===== src/rtl/id_pkg.sv =====
// Shared decode definitions: opcodes, funct codes, ALU operation codes and the control bundle.
// Used by the decode stage, its control decoder, and the ID/EX interface.
package id_pkg;

  localparam logic [5:0] OP_RTYPE = 6'h00;
  localparam logic [5:0] OP_BEQ   = 6'h04;
  localparam logic [5:0] OP_BNE   = 6'h05;
  localparam logic [5:0] OP_ADDI  = 6'h08;
  localparam logic [5:0] OP_SLTI  = 6'h0A;
  localparam logic [5:0] OP_ANDI  = 6'h0C;
  localparam logic [5:0] OP_ORI   = 6'h0D;
  localparam logic [5:0] OP_XORI  = 6'h0E;
  localparam logic [5:0] OP_LW    = 6'h23;
  localparam logic [5:0] OP_SW    = 6'h2B;

  localparam logic [5:0] FN_ADD = 6'h20;
  localparam logic [5:0] FN_SUB = 6'h22;
  localparam logic [5:0] FN_AND = 6'h24;
  localparam logic [5:0] FN_OR  = 6'h25;
  localparam logic [5:0] FN_XOR = 6'h26;
  localparam logic [5:0] FN_NOR = 6'h27;
  localparam logic [5:0] FN_SLT = 6'h2A;

  typedef enum logic [5:0] {
    ALU_NONE = 6'd0,
    ALU_ADD  = 6'd1,
    ALU_SUB  = 6'd2,
    ALU_AND  = 6'd3,
    ALU_OR   = 6'd4,
    ALU_XOR  = 6'd5,
    ALU_NOR  = 6'd6,
    ALU_SLT  = 6'd7,
    ALU_BEQ  = 6'd8,
    ALU_BNE  = 6'd9
  } aluOp_t;

  // Field order is part of the EX contract: RegWrite is the MSB, ALUOp the low six bits.
  typedef struct packed {
    logic   RegWrite;
    logic   MemWrite;
    logic   MemRead;
    logic   MemtoReg;
    logic   RegDst;
    logic   ALUSrc;
    logic   Branch;
    logic   ZeroExtend;
    aluOp_t ALUOp;
  } ctrl_t;

  localparam ctrl_t CTRL_NOP = ctrl_t'(14'b0);

  // Instructions whose rt field is a source operand rather than a destination.
  function automatic logic readsRt(input logic [5:0] opcode);
    return (opcode == OP_RTYPE) || (opcode == OP_SW) ||
           (opcode == OP_BEQ) || (opcode == OP_BNE);
  endfunction

endpackage


===== src/rtl/id_stage_pipelined_if.sv =====
// Registered ID-to-EX bundle. The decode stage drives it through master, EX consumes it through slave.
interface id_stage_pipelined_if
  import id_pkg::*;
#(
  parameter int DATA_W = 32,
  parameter int REG_AW = 5
);
  logic              EX_Valid;
  logic [DATA_W-1:0] EX_ReadData1;
  logic [DATA_W-1:0] EX_ReadData2;
  logic [DATA_W-1:0] EX_Imm;
  logic [REG_AW-1:0] EX_Rs;
  logic [REG_AW-1:0] EX_Rt;
  logic [REG_AW-1:0] EX_Rd;
  ctrl_t             EX_Ctrl;

  modport master (
    output EX_Valid, EX_ReadData1, EX_ReadData2, EX_Imm,
           EX_Rs, EX_Rt, EX_Rd, EX_Ctrl
  );

  modport slave (
    input EX_Valid, EX_ReadData1, EX_ReadData2, EX_Imm,
          EX_Rs, EX_Rt, EX_Rd, EX_Ctrl
  );
endinterface


===== src/rtl/id_ctrl_decode.sv =====
// Combinational instruction-to-control mapping. Anything unrecognised (including R-type with a
// non-zero shamt field) decodes to CTRL_NOP.
module id_ctrl_decode
  import id_pkg::*;
(
  input  logic [5:0] opcode,
  input  logic [4:0] shamt,
  input  logic [5:0] funct,
  output ctrl_t      ctrl
);

  always_comb begin
    ctrl = CTRL_NOP;
    case (opcode)
      OP_RTYPE: begin
        if (shamt == 5'd0) begin
          case (funct)
            FN_ADD:  ctrl.ALUOp = ALU_ADD;
            FN_SUB:  ctrl.ALUOp = ALU_SUB;
            FN_AND:  ctrl.ALUOp = ALU_AND;
            FN_OR:   ctrl.ALUOp = ALU_OR;
            FN_XOR:  ctrl.ALUOp = ALU_XOR;
            FN_NOR:  ctrl.ALUOp = ALU_NOR;
            FN_SLT:  ctrl.ALUOp = ALU_SLT;
            default: ctrl.ALUOp = ALU_NONE;
          endcase
        end
        if (ctrl.ALUOp != ALU_NONE) begin
          ctrl.RegWrite = 1'b1;
          ctrl.RegDst   = 1'b1;
        end
      end
      OP_LW: begin
        ctrl.RegWrite = 1'b1;
        ctrl.MemRead  = 1'b1;
        ctrl.MemtoReg = 1'b1;
        ctrl.ALUSrc   = 1'b1;
        ctrl.ALUOp    = ALU_ADD;
      end
      OP_SW: begin
        ctrl.MemWrite = 1'b1;
        ctrl.ALUSrc   = 1'b1;
        ctrl.ALUOp    = ALU_ADD;
      end
      OP_BEQ, OP_BNE: begin
        ctrl.Branch = 1'b1;
        ctrl.ALUOp  = (opcode == OP_BEQ) ? ALU_BEQ : ALU_BNE;
      end
      OP_ADDI, OP_SLTI, OP_ANDI, OP_ORI, OP_XORI: begin
        ctrl.RegWrite = 1'b1;
        ctrl.ALUSrc   = 1'b1;
        // Logical immediates are zero-extended, arithmetic ones sign-extended.
        ctrl.ZeroExtend = (opcode == OP_ANDI) || (opcode == OP_ORI) || (opcode == OP_XORI);
        case (opcode)
          OP_ADDI: ctrl.ALUOp = ALU_ADD;
          OP_SLTI: ctrl.ALUOp = ALU_SLT;
          OP_ANDI: ctrl.ALUOp = ALU_AND;
          OP_ORI:  ctrl.ALUOp = ALU_OR;
          default: ctrl.ALUOp = ALU_XOR;
        endcase
      end
      default: ctrl = CTRL_NOP;
    endcase
  end

endmodule


===== src/rtl/id_stage_pipelined.sv =====
// Decode stage with register file, WB write-through bypass, flush and ID/EX register.
// Define ID_HAZARD_EN to build the load-use hazard unit; otherwise Stall is tied low.
module id_stage_pipelined
  import id_pkg::*;
#(
  parameter int DATA_W = 32,
  parameter int NREGS  = 32,
  parameter int REG_AW = $clog2(NREGS)
)(
  input  logic              Clk,
  input  logic              Rst,
  input  logic              IF_Valid,
  input  logic [31:0]       IF_Instruction,
  input  logic              Flush,
  input  logic              RegWrite_WB,
  input  logic [REG_AW-1:0] WriteRegister_WB,
  input  logic [DATA_W-1:0] WriteData_WB,
  output logic              Stall,
  id_stage_pipelined_if.master ex
);

  logic [5:0]        idOpcode;
  logic [REG_AW-1:0] idRs, idRt, idRd;
  logic [15:0]       idImm16;
  ctrl_t             idCtrl;
  logic [DATA_W-1:0] idImm, idReadData1, idReadData2;
  logic              wbEn;

  assign idOpcode = IF_Instruction[31:26];
  assign idRs     = IF_Instruction[21 +: REG_AW];
  assign idRt     = IF_Instruction[16 +: REG_AW];
  assign idRd     = IF_Instruction[11 +: REG_AW];
  assign idImm16  = IF_Instruction[15:0];

  id_ctrl_decode uDecode (
    .opcode (idOpcode),
    .shamt  (IF_Instruction[10:6]),
    .funct  (IF_Instruction[5:0]),
    .ctrl   (idCtrl)
  );

  assign idImm = idCtrl.ZeroExtend ? DATA_W'(idImm16) : DATA_W'($signed(idImm16));

  // Register file; entry 0 is never written and is masked on read regardless.
  logic [DATA_W-1:0] regFile [NREGS];

  assign wbEn = RegWrite_WB && (WriteRegister_WB != '0);

  always_ff @(posedge Clk) begin
    if (Rst) begin
      for (int i = 0; i < NREGS; i++) regFile[i] <= '0;
    end else if (wbEn) begin
      regFile[WriteRegister_WB] <= WriteData_WB;
    end
  end

  // WB writes in the same cycle are visible to ID without waiting for the array update.
  assign idReadData1 = (idRs == '0) ? '0 :
                       (wbEn && WriteRegister_WB == idRs) ? WriteData_WB : regFile[idRs];
  assign idReadData2 = (idRt == '0) ? '0 :
                       (wbEn && WriteRegister_WB == idRt) ? WriteData_WB : regFile[idRt];

  logic              exValidReg;
  logic [DATA_W-1:0] exReadData1Reg, exReadData2Reg, exImmReg;
  logic [REG_AW-1:0] exRsReg, exRtReg, exRdReg;
  ctrl_t             exCtrlReg;

`ifdef ID_HAZARD_EN
  logic loadUse;
  assign loadUse = exValidReg && exCtrlReg.MemRead && (exRtReg != '0) &&
                   ((exRtReg == idRs) || ((exRtReg == idRt) && readsRt(idOpcode)));
  assign Stall = !Rst && IF_Valid && loadUse;
`else
  assign Stall = 1'b0;
`endif

  // Reset, flush and stall all leave a fully zeroed bubble in ID/EX.
  always_ff @(posedge Clk) begin
    if (Rst || Flush || Stall) begin
      exValidReg     <= 1'b0;
      exCtrlReg      <= CTRL_NOP;
      exReadData1Reg <= '0;
      exReadData2Reg <= '0;
      exImmReg       <= '0;
      exRsReg        <= '0;
      exRtReg        <= '0;
      exRdReg        <= '0;
    end else begin
      exValidReg     <= IF_Valid;
      exCtrlReg      <= IF_Valid ? idCtrl : CTRL_NOP;
      exReadData1Reg <= idReadData1;
      exReadData2Reg <= idReadData2;
      exImmReg       <= idImm;
      exRsReg        <= idRs;
      exRtReg        <= idRt;
      exRdReg        <= idRd;
    end
  end

  assign ex.EX_Valid     = exValidReg;
  assign ex.EX_Ctrl      = exCtrlReg;
  assign ex.EX_ReadData1 = exReadData1Reg;
  assign ex.EX_ReadData2 = exReadData2Reg;
  assign ex.EX_Imm       = exImmReg;
  assign ex.EX_Rs        = exRsReg;
  assign ex.EX_Rt        = exRtReg;
  assign ex.EX_Rd        = exRdReg;

endmodule


===== src/flat_wrapper.sv =====
// flat-port wrapper written by rule: the top's interface ports become plain ports
module id_stage_pipelined_flat import id_pkg::*;
#(
  parameter int DATA_W = 32,
  parameter int NREGS  = 32,
  parameter int REG_AW = $clog2(NREGS)
)
  (Clk, Rst, IF_Valid, IF_Instruction, Flush, RegWrite_WB, WriteRegister_WB, WriteData_WB, Stall, ex_EX_Valid, ex_EX_ReadData1, ex_EX_ReadData2, ex_EX_Imm, ex_EX_Rs, ex_EX_Rt, ex_EX_Rd, ex_EX_Ctrl);
  id_stage_pipelined_if #(.DATA_W(DATA_W), .REG_AW(REG_AW)) ex_i ();
  input  logic Clk;
  input  logic Rst;
  input  logic IF_Valid;
  input  logic [31:0] IF_Instruction;
  input  logic Flush;
  input  logic RegWrite_WB;
  input  logic [REG_AW-1:0] WriteRegister_WB;
  input  logic [DATA_W-1:0] WriteData_WB;
  output logic Stall;
  output wire logic [$bits(ex_i.EX_Valid)-1:0] ex_EX_Valid;
  output wire logic [$bits(ex_i.EX_ReadData1)-1:0] ex_EX_ReadData1;
  output wire logic [$bits(ex_i.EX_ReadData2)-1:0] ex_EX_ReadData2;
  output wire logic [$bits(ex_i.EX_Imm)-1:0] ex_EX_Imm;
  output wire logic [$bits(ex_i.EX_Rs)-1:0] ex_EX_Rs;
  output wire logic [$bits(ex_i.EX_Rt)-1:0] ex_EX_Rt;
  output wire logic [$bits(ex_i.EX_Rd)-1:0] ex_EX_Rd;
  output wire logic [$bits(ex_i.EX_Ctrl)-1:0] ex_EX_Ctrl;
  assign ex_EX_Valid = ex_i.EX_Valid;
  assign ex_EX_ReadData1 = ex_i.EX_ReadData1;
  assign ex_EX_ReadData2 = ex_i.EX_ReadData2;
  assign ex_EX_Imm = ex_i.EX_Imm;
  assign ex_EX_Rs = ex_i.EX_Rs;
  assign ex_EX_Rt = ex_i.EX_Rt;
  assign ex_EX_Rd = ex_i.EX_Rd;
  assign ex_EX_Ctrl = ex_i.EX_Ctrl;
  id_stage_pipelined #(.DATA_W(DATA_W), .NREGS(NREGS), .REG_AW(REG_AW)) u_core (.Clk(Clk), .Rst(Rst), .IF_Valid(IF_Valid), .IF_Instruction(IF_Instruction), .Flush(Flush), .RegWrite_WB(RegWrite_WB), .WriteRegister_WB(WriteRegister_WB), .WriteData_WB(WriteData_WB), .Stall(Stall), .ex(ex_i));
endmodule

===== config.mk =====
export PLATFORM = sky130hd
export DESIGN_NAME = id_stage_pipelined_flat
export DESIGN_NICKNAME = d
export VERILOG_FILES = /design/src/rtl/id_pkg.sv /design/src/rtl/id_stage_pipelined_if.sv /design/src/rtl/id_ctrl_decode.sv /design/src/rtl/id_stage_pipelined.sv /design/src/flat_wrapper.sv
export SDC_FILE = /design/constraint.sdc
export NUM_CORES = 2
export LEC_CHECK = 0
export CORE_MARGIN = 1
export CORE_UTILIZATION = 32
export CTS_BUF_LIST = sky130_fd_sc_hd__clkbuf_8
export CTS_CLUSTER_SIZE = 10
export DETAILED_ROUTE_END_ITERATION = 8
export SLEW_MARGIN = 15
export SYNTH_ARGS = -nofsm -noshare
export SYNTH_HDL_FRONTEND = slang
export SYNTH_HIERARCHICAL = 1
export SYNTH_SLANG_ARGS = --single-unit
export TNS_END_PERCENT = 100

===== constraint.sdc =====
create_clock -name Clk -period 7.1 [get_ports Clk]
set_input_delay 1.42 -clock Clk [delete_from_list [all_inputs] [get_ports Clk]]
set_output_delay 1.42 -clock Clk [all_outputs]
set_load 0.1 [all_outputs]

== Word level (Yosys, flattened, before mapping) ==
Memories as Yosys holds them, arrays and structs flattened. A register that Yosys moved wholly into a read port is not among the register bits.
Cells that the tools add are included.

* Register bits: 47
* Logic and storage cells: 76
* Memories: 1
* RAM bits: 1024
* Output and inout bits: 127

* Reductions and logical operators: 21
* Mux-type cells: 21
* Bitwise operators: 2
* Equal/unequal tests: 16

{| class="wikitable"
|+ Memory list
! name !! depth !! bits a word !! rd ports !! clocked after memory_dff !! wr ports !! RTL line !! source
|-
| u_core.regFile || 32 || 32 || 2 || 2 || 32 || id_stage_pipelined.sv:45 || <nowiki>logic [DATA_W-1:0] regFile [NREGS];</nowiki>
|}

{| class="wikitable"
|+ Operators with widths
! operator !! count
|-
| 6-bit == test, second input constant || 9
|-
| 32-bit two-way mux || 1
|-
| 32-bit OR reduction || 1
|-
| 6-bit by 4-bit == test with 1-bit output, second input constant || 5
|-
| 6-bit one-hot mux with 4 select lines || 1
|-
| 3-bit one-hot mux with 7 select lines || 1
|-
| 5-bit zero test || 3
|-
| 6-bit by 3-bit == test with 1-bit output, second input constant || 2
|-
| 1-bit two-way mux || 12
|-
| 3-bit one-hot mux with 4 select lines || 1
|-
| 2-bit OR reduction || 6
|-
| 7-bit OR reduction || 1
|-
| 6-bit zero test || 1
|-
| 6-bit two-way mux || 1
|-
| 6-bit nonzero test || 1
|-
| 6-bit OR reduction || 1
|-
| 5-bit two-way mux || 1
|-
| 5-bit nonzero test || 1
|-
| 5-bit OR reduction || 1
|-
| 1-bit logical OR || 3
|-
| 3-bit two-way mux || 1
|-
| 3-bit OR reduction || 1
|-
| 2-bit two-way mux || 1
|-
| 1-bit NOT || 2
|-
| other kinds (2) || 2
|}

== Logic depth before layout (Yosys ltp) ==
* Depth in word-level cells: 7
* Gate-level depth with buffers: 9
* Mapped depth without buffers: 5

== Cells and area by module ==
The synthesis kept the hierarchy.

{| class="wikitable"
|+ By module, submodules not included
! module !! area an instance (sq um) !! sequential area each (sq um) !! cells each !! instances
|-
| id_stage_pipelined || 57219.9 || 32871.5 || 3760 || 1
|-
| id_ctrl_decode || 317.8 || 0.0 || 48 || 1
|}

== Worst setup path before layout ==
OpenSTA, ideal clock, no wires.

* Kind: in2reg
* From: input port IF_Instruction[21]
* To: register u_core.exReadData1Reg[1], in the netlist u_core/ex.EX_ReadData1[1], read port of u_core.regFile
* Data required time: 6980 ps
* Library setup time: 120 ps
* Setup slack: 3717 ps
* Cell stages on the path: 6
* Arrival time: 3264 ps
* Path buffers: 2
* Cells stage by stage: clkbuf_1 buf_1 mux4_2 a22oi_1 a21oi_1 a211o_1

* Word-level cells in the longest chain between the ends: 2

{| class="wikitable"
|+ RTL lines
! element !! RTL line !! source
|-
| start: declaration || flat_wrapper.sv:13 || <nowiki>input logic [31:0] IF_Instruction;</nowiki>
|-
| 5-bit zero test || id_stage_pipelined.sv:58 || <nowiki>assign idReadData1 = (idRs == '0) ? '0 :</nowiki>
|-
| 2-bit OR reduction (no source line) || -- ||
|-
| end: declaration || id_stage_pipelined.sv:64 || <nowiki>logic [DATA_W-1:0] exReadData1Reg, exReadData2Reg, exImmReg;</nowiki>
|}

Several ways; a longest one is shown, not always the timed one.
A chain may end at the register's enable or synchronous reset.

== Worst setup path after layout ==
* From: register u_core.exRtReg[4], in the netlist u_core/ex.EX_Rt[4]
* To: output port ex_EX_Rt[4]

{| class="wikitable"
|+ RTL lines
! element !! RTL line !! source
|-
| start: declaration || id_stage_pipelined.sv:65 || <nowiki>logic [REG_AW-1:0] exRsReg, exRtReg, exRdReg;</nowiki>
|-
| start signal: assignment || id_stage_pipelined.sv:95 || <nowiki>exRtReg <= idRt;</nowiki>
|-
| end: declaration || flat_wrapper.sv:24 || <nowiki>output wire logic [$bits(ex_i.EX_Rt)-1:0] ex_EX_Rt;</nowiki>
|}

No word-level cell between the ends.

==> flow_summary.json <==
{
  "ys_warn_count": 6,
  "post_cts_buffers": 0,
  "cts_hold_buf": 0,
  "cp-end-kind": "primary output",
  "p_int_mw": 11.2,
  "clockBufferDepth": 3,
  "nNetsFinal": 4000,
  "rows": 155,
  "power_density_nw_per_um2": 238,
  "final_cell_mix": "edfxtp_1 (1,024), and2_1 (1,018), mux4_2 (480), clkbuf_8 (209), clkdlybuf4s50_1 (184)",
  "rrSetupSlack_ns": 4.69,
  "clock_skew_ns": 0.0408,
  "rsz0062_at_grt": "no",
  "hold_start": "u_core/regFile[10][22]",
  "report.final.slew_viol_count": 0,
  "wirelength_um": 202000,
  "setup_viol": 0,
  "status": "completed",
  "synth_compound_area_share_pct": 5.56,
  "stdcell_area_sq_um": 65800,
  "core-area_sq_um": 178000,
  "place_area_sq_um": 62100,
  "slew_headroom_pct": 16.9,
  "drive_gt1_share_pct": 23.3,
  "path_depth": 1,
  "htree_levels": 4,
  "critPathLaunchType": "flop",
  "start_util_pct": 32.2,
  "ff2ff_path_depth": 5,
  "synth_top_area_share_pct": 53.4,
  "leakagePower_nw": 22.9,
  "vias": 36861,
  "critical-path-top-delay-family": "buffers and inverters",
  "wl_met2_um": 96200,
  "cts_num_sinks": 1130,
  "dp_hpwl_um": 128000,
  "hold_viol_final": 0,
  "cts_root_buf": "clkbuf_8",
  "cts.clk_slew.worst_paths_ns": 0.07,
  "peakVddDrop_uv": 158,
  "gp_congestion": 0.867,
  "required_ns": 5.68,
  "worst_pin_slew_ns": 1.25,
  "netSwitchingPower_mw": 4.38,
  "pin_count": 201,
  "tritoncts": "built",
  "die_w_um": 426,
  "cts_resized": 0,
  "post-route-util_pct": 36.9,
  "drt_first_pass_iters": 5,
  "clkLatencyLatePin_ns": 0.96,
  "clock.fmax_ghz": 0.228,
  "yosysTopAreaCell": "edfxtp_1",
  "grtUsageTotal_pct": 21.9,
  "synthXorXnorAreaFrac_pct": 0.183,
  "chipHeight_um": 426,
  "cts_buffers": 191,
  "grt_pass1_wl_um": 279000,
  "crit_type": "reg -> out",
  "synth_area_per_cell_sq_um": 15.1,
  "synth-seq-area-share_pct": 57.1,
  "hold_depth": 4,
  "drt_iter0_drc": 4356,
  "ys.flop_type": "edfxtp_1",
  "min_path_type": "reg -> reg",
  "viasPerCell": 5.71,
  "worst_r2r_endpoint": "u_core/ex.EX_ReadData1[27]",
  "crit_arrival_ns": 2.96,
  "wl_met1_um": 76400,
  "ff_latch_area_sq_um": 32900,
  "synth_cells": 3808,
  "synthTopCellsByArea": "edfxtp_1 (53%), mux4_2 (19%), and2_1 (11%)",
  "final_common_cell": "edfxtp_1",
  "async_flop_share_pct": 0,
  "synth-edff-count": 1024,
  "finalPower_mw": 15.6,
  "synthMuxAreaShare_pct": 21.0,
  "cp_cell_sequence": "clkdlybuf4s50_1",
  "maxCapViolCount": 0,
  "routedWlPerCell_um": 31.3,
  "met3_length_um": 21900,
  "synth_cell_types": 47,
  "synthAdderAreaFrac_pct": 0,
  "tns_ns": 0,
  "r2r_start": "u_core/regFile[19][27]",
  "cp_slowest_cell": "clkdlybuf4s50_1",
  "postRouteAntennaNets": 0,
  "drc": 0,
  "max_stage_delay_ns": 1.26,
  "worst-path-buf-inv": 1,
  "numPortBuffers": 199,
  "grt_max_degree": 98,
  "die_area_sq_um": 182000,
  "fillers": 16835,
  "p_sw_share_pct": 28.0,
  "post-route-min-period_ns": 4.38,
  "finalCritPeriodShare_pct": 61.7,
  "synth-simple-area-share_pct": 12.8,
  "pwr-share-clk_pct": 36.4,
  "gr-total-overflow": 0,
  "pwr-share-comb_pct": 13.6,
  "hold_end": "u_core/ex.EX_ReadData1[22]",
  "top_layer": "met5",
  "seqPwrFrac_pct": 50.0,
  "ys_ff_latch": 1130,
  "path_max_fanout": 2,
  "syn2layout_area_growth_pct": 14.3,
  "multi_input_area_sq_um": 23300,
  "antenna_found_initial": 19,
  "synth_top_family_by_area": "multiplexers",
  "grt_pass1_vias": 35986,
  "syn-cell-area_sq_um": 57500
}
cells by family (layout without fill, tap and decap cells):
group | count (synthesis) | count (layout)
simple gates | 1193 | 1193
flops | 1130 | 1130
mux | 609 | 609
compound gates | 433 | 433
buf+inv | 429 | 672
xor+xnor | 12 | 12
other cells | 2 | 50
cells in the mapped netlist (11+ instances only):
cell and n:
a221oi_1 64, and2_1 1020, dfxtp_1 106, buf_1 15, buf_4 31, o21bai_1 34, a211o_1 64, mux2i_1 129
clkbuf_1 309, nand2_1 11, mux4_2 480, a21oi_1 98, or2_2 32, nor2b_1 38, a22oi_1 160, nor2_1 41
edfxtp_1 1024, buf_2 61, and3_1 15, xnor2_1 12
per-stage QoR:
stage,setup slack (ns),hold slack [ns],std cells
final,2.72,0.880,6454
after global routing,2.73,0.903,6450
after CTS,2.64,0.873,6439
after detailed placement,2.16,0.868,6088
after global placement,2.11,0.853,6088
after floorplan,3.72,0.812,3841
worst max path at each step:
| stage | to | startpoint | slack, ns |
|---|---|---|---|
| after floorplan | u_core/ex.EX_ReadData1[1] | IF_Instruction[21] | 3.72 |
| after global placement | u_core/regFile[27][27] | RegWrite_WB | 2.11 |
| after detailed placement | u_core/regFile[27][23] | WriteRegister_WB[0] | 2.16 |
| after CTS | ex_EX_Rt[4] | u_core/ex.EX_Rt[4] | 2.64 |
| after global routing | ex_EX_Rt[4] | u_core/ex.EX_Rt[4] | 2.73 |
| final | ex_EX_Rt[4] | u_core/ex.EX_Rt[4] | 2.72 |
registers in the layout, indices dropped and copies added, names as in the netlist:
name,flops
u_core/regFile,1024
u_core/ex.EX_Rs,5
u_core/ex.EX_Rt,5
u_core/ex.EX_ReadData1,32
u_core/ex.EX_Ctrl,14
u_core/ex.EX_Valid,1
u_core/ex.EX_ReadData2,32
u_core/ex.EX_Imm,17
cell type report:
| cell class | instances | share of cell area (%) |
|---|---|---|
| Antenna cell | 15 | 0.0571 |
| Clock buffer | 209 | 4.37 |
| Clock inverter | 142 | 1.15 |
| Inverter | 3 | 0.0171 |
| Multi-Input combinational cell | 2282 | 35.4 |
| Sequential cell | 1130 | 50.0 |
| Tap cell | 2355 | 4.48 |
| Timing Repair Buffer | 318 | 4.57 |
metal layers:
layer	vias up	global-route usage, %
met4	14	8.42
met2	2143	35.3
met1	19458	27.9
li1	14878	-
met5	-	0
met3	368	6.17
power by group through the flow:
stage / clock network, mW / logic, mW / registers (mW)
floorplan: 0 / 1.11 / 8.09
global placement: 0 / 2.09 / 7.92
detailed placement: 0 / 2.10 / 7.95
CTS: 5.79 / 2.10 / 7.81
global route: 6.06 / 2.18 / 7.85
finish: 5.69 / 2.12 / 7.81
No activity file was read; power rests on OpenSTA's default activity.
